--- src/rtl/mem_access_ctrl.sv ---
// Load/store front-end for the data memory: valid/ready request in, four-phase
// enable/done handshake with range check and timeout, valid/ready response out.
module mem_access_ctrl #(
  parameter int SIZE           = 32,
  parameter int MAX_RANGE      = 10,
  parameter int TIMEOUT_CYCLES = 64
) (
  input  logic              clk,
  input  logic              reset,
  input  logic              req_valid,
  output logic              req_ready,
  input  logic              req_write,
  input  logic [SIZE*2-1:0] req_addr_a,
  input  logic [SIZE*2-1:0] req_addr_b,
  input  logic [SIZE*2-1:0] req_wdata,
  output logic              mem_enable,
  output logic              mem_control,
  output logic [SIZE*2-1:0] mem_data1,
  output logic [SIZE*2-1:0] mem_data2,
  input  logic [SIZE*2-1:0] mem_out1,
  input  logic [SIZE*2-1:0] mem_out2,
  input  logic              mem_done,
  output logic              resp_valid,
  input  logic              resp_ready,
  output logic [SIZE-1:0]   resp_data_a,
  output logic [SIZE-1:0]   resp_data_b,
  output logic              resp_err
);
  localparam int AW = SIZE * 2;
  localparam int CW = $clog2(TIMEOUT_CYCLES) + 1;
  localparam logic [CW-1:0] TMO = CW'(TIMEOUT_CYCLES);
  localparam logic [AW-1:0] LIM = AW'(MAX_RANGE);

  typedef enum logic [2:0] {IDLE, ISSUE, WAIT_DONE, RELEASE, RESP} state_t;

  typedef struct packed {
    logic          write;
    logic [AW-1:0] addr_a;
    logic [AW-1:0] addr_b;
    logic [AW-1:0] wdata;
  } req_t;

  state_t        state, state_n;
  req_t          rq;
  logic [CW-1:0] cnt, cnt_inc;
  logic          accept, range_bad, cnt_exp, busy;
  logic          unused_hi;

  assign accept    = req_valid & req_ready;
  assign range_bad = (req_addr_a >= LIM) | (~req_write & (req_addr_b >= LIM));
  // saturating: the counter parks at TMO instead of wrapping
  assign cnt_inc   = (cnt == TMO) ? cnt : cnt + 1'b1;
  assign cnt_exp   = (cnt_inc == TMO);
  assign unused_hi = ^{mem_out1[AW-1:SIZE], mem_out2[AW-1:SIZE]};

  always_comb begin
    state_n = state;
    case (state)
      IDLE:      if (accept) state_n = range_bad ? RESP : ISSUE;
      ISSUE:     state_n = WAIT_DONE;
      WAIT_DONE: if (mem_done) state_n = RELEASE;
                 else if (cnt_exp) state_n = RESP;
      RELEASE:   if (!mem_done || cnt_exp) state_n = RESP;
      RESP:      if (resp_ready) state_n = IDLE;
      default:   state_n = IDLE;
    endcase
  end

  // memory buses are live from ISSUE (setup cycle) through RELEASE
  assign busy        = (state == ISSUE) || (state == WAIT_DONE) || (state == RELEASE);
  assign req_ready   = (state == IDLE);
  assign resp_valid  = (state == RESP);
  assign mem_enable  = (state == WAIT_DONE);
  assign mem_control = busy & rq.write;
  assign mem_data1   = busy ? (rq.write ? rq.wdata  : rq.addr_a) : '0;
  assign mem_data2   = busy ? (rq.write ? rq.addr_a : rq.addr_b) : '0;

  always_ff @(posedge clk) begin
    if (reset) begin
      state       <= IDLE;
      rq          <= '0;
      cnt         <= '0;
      resp_err    <= 1'b0;
      resp_data_a <= '0;
      resp_data_b <= '0;
    end else begin
      state <= state_n;
      case (state)
        IDLE: begin
          cnt <= '0;
          if (accept) begin
            rq          <= '{write: req_write, addr_a: req_addr_a,
                             addr_b: req_addr_b, wdata: req_wdata};
            resp_err    <= range_bad;
            resp_data_a <= '0;
            resp_data_b <= '0;
          end
        end
        WAIT_DONE: begin
          if (mem_done) begin
            cnt <= '0;
            if (!rq.write) begin
              resp_data_a <= mem_out1[SIZE-1:0];
              resp_data_b <= mem_out2[SIZE-1:0];
            end
          end else begin
            cnt <= cnt_inc;
            if (cnt_exp) resp_err <= 1'b1;
          end
        end
        RELEASE: begin
          cnt <= cnt_inc;
          // sticky done: give up but keep any captured load data
          if (mem_done && cnt_exp) resp_err <= 1'b1;
        end
        default: ;
      endcase
    end
  end
endmodule
--- config.mk ---
export PLATFORM = sky130hd
export DESIGN_NAME = mem_access_ctrl
export DESIGN_NICKNAME = d
export VERILOG_FILES = /design/src/rtl/mem_access_ctrl.sv
export SDC_FILE = /design/constraint.sdc
export NUM_CORES = 1
export LEC_CHECK = 0
export BUFFER_PORTS_ARGS = -buffer_cell sky130_fd_sc_hd__clkbuf_2
export CAP_MARGIN = 10
export CORE_MARGIN = 2
export CORE_UTILIZATION = 23
export DETAILED_ROUTE_END_ITERATION = 8
export PLACE_DENSITY = 0.54
export SLEW_MARGIN = 20
export SYNTH_ARGS = -nofsm -noshare
export SYNTH_HDL_FRONTEND = slang
export SYNTH_SLANG_ARGS = --single-unit
export TNS_END_PERCENT = 50
--- constraint.sdc ---
create_clock -name clk -period 4.2 [get_ports clk]
set_input_delay 0.84 -clock clk [delete_from_list [all_inputs] [get_ports clk]]
set_output_delay 0.84 -clock clk [all_outputs]
set_load 0.02 [all_outputs]
# Yosys cells after proc, flatten, opt, wreduce, memory -nomap -nowiden

Index checks and enable logic that the tools add are counted.

Input port bits: 326
Flip-flop bits (word level): 268
Output and inout port bits: 197
Word-level logic and storage cells: 70

Bitwise logic cells: 5
Multiplexer cells: 26
Magnitude comparators: 2
Reductions and logical operators: 12
Equal/unequal tests: 15
$add $sub $neg: 1

Operators with widths:

| operator            | count |
|---|---|
| $mux 64             | 4 |
| $mux 32             | 5 |
| $ge 64x4->1 const B | 2 |
| $pmux 32 s2         | 2 |
| $pmux 7 s3          | 1 |
| $mux 3              | 6 |
| $pmux 3 s5          | 1 |
| $eq 7x7->1 const B  | 2 |
| $mux 7              | 2 |
| $ne 2x1->1 const B  | 5 |
| $reduce_and 4->1    | 2 |
| $add 7x1->7 const B | 1 |
| $eq 3x2->1 const B  | 2 |
| $ne 2x2->1 const B  | 3 |
| $reduce_and 5->1    | 1 |
| $mux 1              | 4 |
| $and 1x1->1         | 3 |
| $eq 3x1->1 const B  | 1 |
| $eq 3x3->1 const B  | 1 |
| $logic_not 3->1     | 1 |
| $logic_or 1x1->1    | 3 |
| $ne 3x1->1 const B  | 1 |
| $pmux 1 s3          | 1 |
| $reduce_bool 3->1   | 1 |
| 6 further kinds     | 6 |

# Depth between registers and ports, before layout

Depth after elaboration: 6
Gate-level depth with buffers: 8
Depth with buffers taken out: 7

# Worst setup path after synthesis

OpenSTA, ideal clock, no wires.

Kind: flip-flop to output port
Start point: reg rq[192] (netlist name)
End point: out mem_data1[17]
Data arrival time: 1.587 ns
Buffers on the path: 3
Stages on the path, launching flop included: 6
Required time: 3.360 ns
Setup slack: 1.773 ns
Cell sequence: dfxtp_1 > clkbuf_1 > clkbuf_1 > clkbuf_1 > mux2i_1 > nor2_1

Longest elaborated chain between the ends: 2

RTL lines:

| item                   | RTL line | RTL |
|---|---|---|
| start, declared        | 44       | `req_t rq;` |
| start signal, assigned | 92       | `rq <= '{write: req_write, addr_a: req_addr_a,` |
| $mux 64 (2 in series)  | 75       | `assign mem_data1 = busy ? (rq.write ? rq.wdata : rq.addr_a) : '0;` |
| end, declared          | 18       | `output logic [SIZE*2-1:0] mem_data1,` |

No other way between the ends.

# Worst setup path in the final report

Start point: reg state[2]
End point: out mem_data2[24]

Longest elaborated chain between the ends: 4
Elaborated cells on any way between the ends: 6
Those cells by class: 3 x eq/ne; 1 x mux; 2 x reduce/logical

RTL lines:

| item                                            | RTL line | RTL |
|---|---|---|
| start, declared                                 | 43       | `state_t state, state_n;` |
| start signal, assigned                          | 87       | `state <= state_n;` |
| $eq 3x1->1 / $eq 3x2->1 (equally long branches) | 70       | `assign busy = (state == ISSUE) \|\| (state == WAIT_DONE) \|\| (state == RELEASE);` |
| $logic_or 1x1->1                                | 70       |  |
| $logic_or 1x1->1 (*)                            | 70       |  |
| $mux 64 (*)                                     | 76       | `assign mem_data2 = busy ? (rq.write ? rq.addr_a : rq.addr_b) : '0;` |
| end, declared                                   | 19       | `output logic [SIZE*2-1:0] mem_data2,` |

Every way passes the cells marked *; elsewhere a longest branch is shown, timed or not.

==> summary.txt <==
status -> finished clean
Final period util -> 77.9%
initial antenna violation count -> 2
fmax -> 306 MHz
H-tree depth -> 2
grt met1 use -> 20.7%
met3 GRT Util -> 4.52%
clk_lat worst skew -> 0.53 ns
number of global-route vias before repair -> 11874
total vias in the final route -> 12313
Critical Path RT -> 3.36 ns
Global Route Usage Sum -> 16.6%
Die Y -> 231 um
hold_ws -> 0.451 ns
reg-to-reg slack, setup -> 1.83 ns
dpl cells -> 2593
Post-Route Utilization -> 31.0%
fillcell total -> 5582
Avg Synthesized Cell Area -> 7.59 um^2
pin count of the biggest net entering global routing -> 134
crit path kind -> reg2out
area of the die -> 53200 um^2
Core Region -> 51100 um^2
RSZ-0062 raised after global routing -> no
path depth of the worst reg2reg path -> 5
max cap viols -> 0
crit-path max FO -> 90
final WL -> 45.7 mm
Post-CTS Hold Fix Bufs -> 0
Die X-Extent -> 231 um
clock root cell -> clkbuf_16
post-synthesis cell count -> 1557
Area Growth Syn to Fin -> 33.9%
commonest non-fill, non-tap cell in the layout -> clkbuf_2
worst path cell trace -> inv_1, o21ai_4, buf_12, nor2_1, clkbuf_2
Initial DRC Count -> 612
DR vias/cell -> 4.64
CP max stage delay -> 0.65 ns
Slew Limit Fails -> 0
Top Ports -> 523
element type at the critical path end -> output port
busiest grt layer -> met2
cell area after synthesis -> 11800 um^2
crit path launch type -> register
post-route setup TNS -> 0 ns
final setup margin -> 0.929 ns
Layout Cells excl Fill -> 2651
I/O Buffers -> 458
yosys warns -> 0
Slew @ Worst Pin -> 1.02 ns
met2 GRT Util -> 27.8%
Power Density -> 551 nW/um^2
Initial Utilization -> 23.1%
Layout Skew -> 0.0187 ns
dpl hpwl -> 33.5 mm
Reg2Reg Capture Point -> resp_data_b[7]$_SDFFE_PP0P_
Clock Path Buffers -> 3
dpl ws -> 0.815 ns
drt wl/cell -> 17.2 um
Clock Sinks -> 268
min-delay worst type -> reg2reg
LEAKAGE -> 0.00625 uW
# nets final -> 2277
first-pass GRT wire length -> 68.8 mm
Critical Path AT -> 2.43 ns
Final Setup Violations -> 0
CTS tree -> yes
Post-DRT Antenna Nets -> 0
Synth Register Bits -> 268
Final Wtd Congestion -> 0.913
sequential-to-total area share from yosys stat -> 45.4%
Worst-path clk slew -> 0.06 ns
Max VDD drop -> 0.412 mV
total CTS buffers -> 34
router iterations before antenna repair -> 6
DRC -> 0
Std-Cell Rows -> 83
Post-CTS Resized -> 0
Max-slew headroom -> 31.4%
total grt overflow -> 0
commonest cells after routing, fill and taps aside -> 457 x clkbuf_2, 456 x nand2_1, 267 x dfxtp_1, 264 x a21oi_1, 138 x nor2_1
Crit-path slowest cell -> dfxtp_1
worst setup path endpoint -> mem_data2[24]
crit path time final -> 3.27 ns
synth unique cells -> 43
crit path launch -> state[2]$_SDFFE_PP0P_
share of post-route cells with drive strength above 1 -> 27.9%
Post-CTS Setup Repair Bufs -> 0
final hold vios -> 0
worst flop-to-flop path startpoint -> state[1]$_SDFFE_PP0P_
Net Count, Synth -> 1885
[state kept, by name (all words and copies together), names as in the netlist]
register	count
state	3
resp_data_b	32
rq	193
resp_data_a	32
cnt	7
resp_err	1
[Yosys cell counts (all sizes together)]
cell type / instances / area [um^2]
nand2: 457 / 1720
dfxtp: 268 / 5370
a21oi: 264 / 1320
nor2: 138 / 518
mux2i: 129 / 1290
clkbuf: 92 / 355
nand3: 72 / 365
buf: 36 / 185
nor4: 34 / 213
o21ai: 10 / 50.1
nand4: 9 / 56.3
inv: 8 / 30.0
nor3: 8 / 61.3
nor2b: 3 / 18.8
a2111oi: 2 / 20.0
a41oi: 2 / 25.0
and3: 2 / 15.0
ha: 2 / 25.0
nand3b: 2 / 15.0
o211a: 2 / 20.0
or3: 2 / 12.5
xnor2: 2 / 17.5
a211o: 1 / 8.76
a211oi: 1 / 7.51
a21bo: 1 / 10.0
a2bb2oi: 1 / 8.76
a311o: 1 / 10.0
a311oi: 1 / 8.76
a31oi: 1 / 6.26
and2: 1 / 6.26
mux2: 1 / 11.3
nor3b: 1 / 7.51
nor4b: 1 / 23.8
o21bai: 1 / 7.51
o311ai: 1 / 8.76
[worst max-delay path: cells and delay by family (launching register included)]
family                 cells  cell delay [ns]
AO/OA/AOI/OAI              1             0.14
buffers and inverters      3             0.78
flip-flops                 1             0.65
AND/OR/NAND/NOR            1             0.20
[per-layer routing]
metal / vias to the layer above / wire length (um)
met5: - / 13
met4: 2 / 1090
met3: 53 / 3600
met2: 471 / 21400
met1: 5791 / 19600
li1: 5996 / -
[layout make-up]
type	count	area (um^2)	area share, %
multi-input combinational	1153	5930	37.4
sequential	268	5370	33.9
timing repair buffer	484	2570	16.2
clock buffer	50	992	6.27
tap	680	851	5.37
clock inverter	7	93.8	0.593
inverter	8	30.0	0.190
antenna	1	2.50	0.0158
[metrics by stage]
stage / area (um^2) / total power, uW
floorplan: 11800 / 5020
detailed placement: 14700 / 5920
CTS: 15800 / 8850
finish: 15800 / 8720
global placement: 14700 / 5880
global route: 15800 / 9260
[cells by family after synthesis]
logic type | after synthesis | share of synthesized area (%)
compound gates | 289 | 12.8
xor+xnor | 2 | 0.148
flops | 268 | 45.4
mux | 130 | 11.0
simple gates | 730 | 25.6
buf+inv | 136 | 4.82
fa+ha+maj | 2 | 0.212
[worst min-delay path by stage]
stage | startpoint | endpoint | cells after the start | slack (ns)
after floorplan | rq[100]$_SDFFE_PP0P_ | rq[100]$_SDFFE_PP0P_ | 2 | 0.44
after global placement | resp_data_b[15]$_SDFFE_PP0P_ | resp_data_b[15]$_SDFFE_PP0P_ | 2 | 0.44
after detailed placement | resp_data_b[11]$_SDFFE_PP0P_ | resp_data_b[11]$_SDFFE_PP0P_ | 2 | 0.44
after CTS | resp_data_a[2]$_SDFFE_PP0P_ | resp_data_a[2]$_SDFFE_PP0P_ | 2 | 0.45
after global routing | resp_data_b[29]$_SDFFE_PP0P_ | resp_data_b[29]$_SDFFE_PP0P_ | 2 | 0.46
final | resp_data_a[2]$_SDFFE_PP0P_ | resp_data_a[2]$_SDFFE_PP0P_ | 2 | 0.45
[where the power goes]
group / internal (uW) / switching [uW]
clock: 1750 / 1120
combinational: 825 / 1790
sequential: 2930 / 301
(Power assumes the default switching activity.)
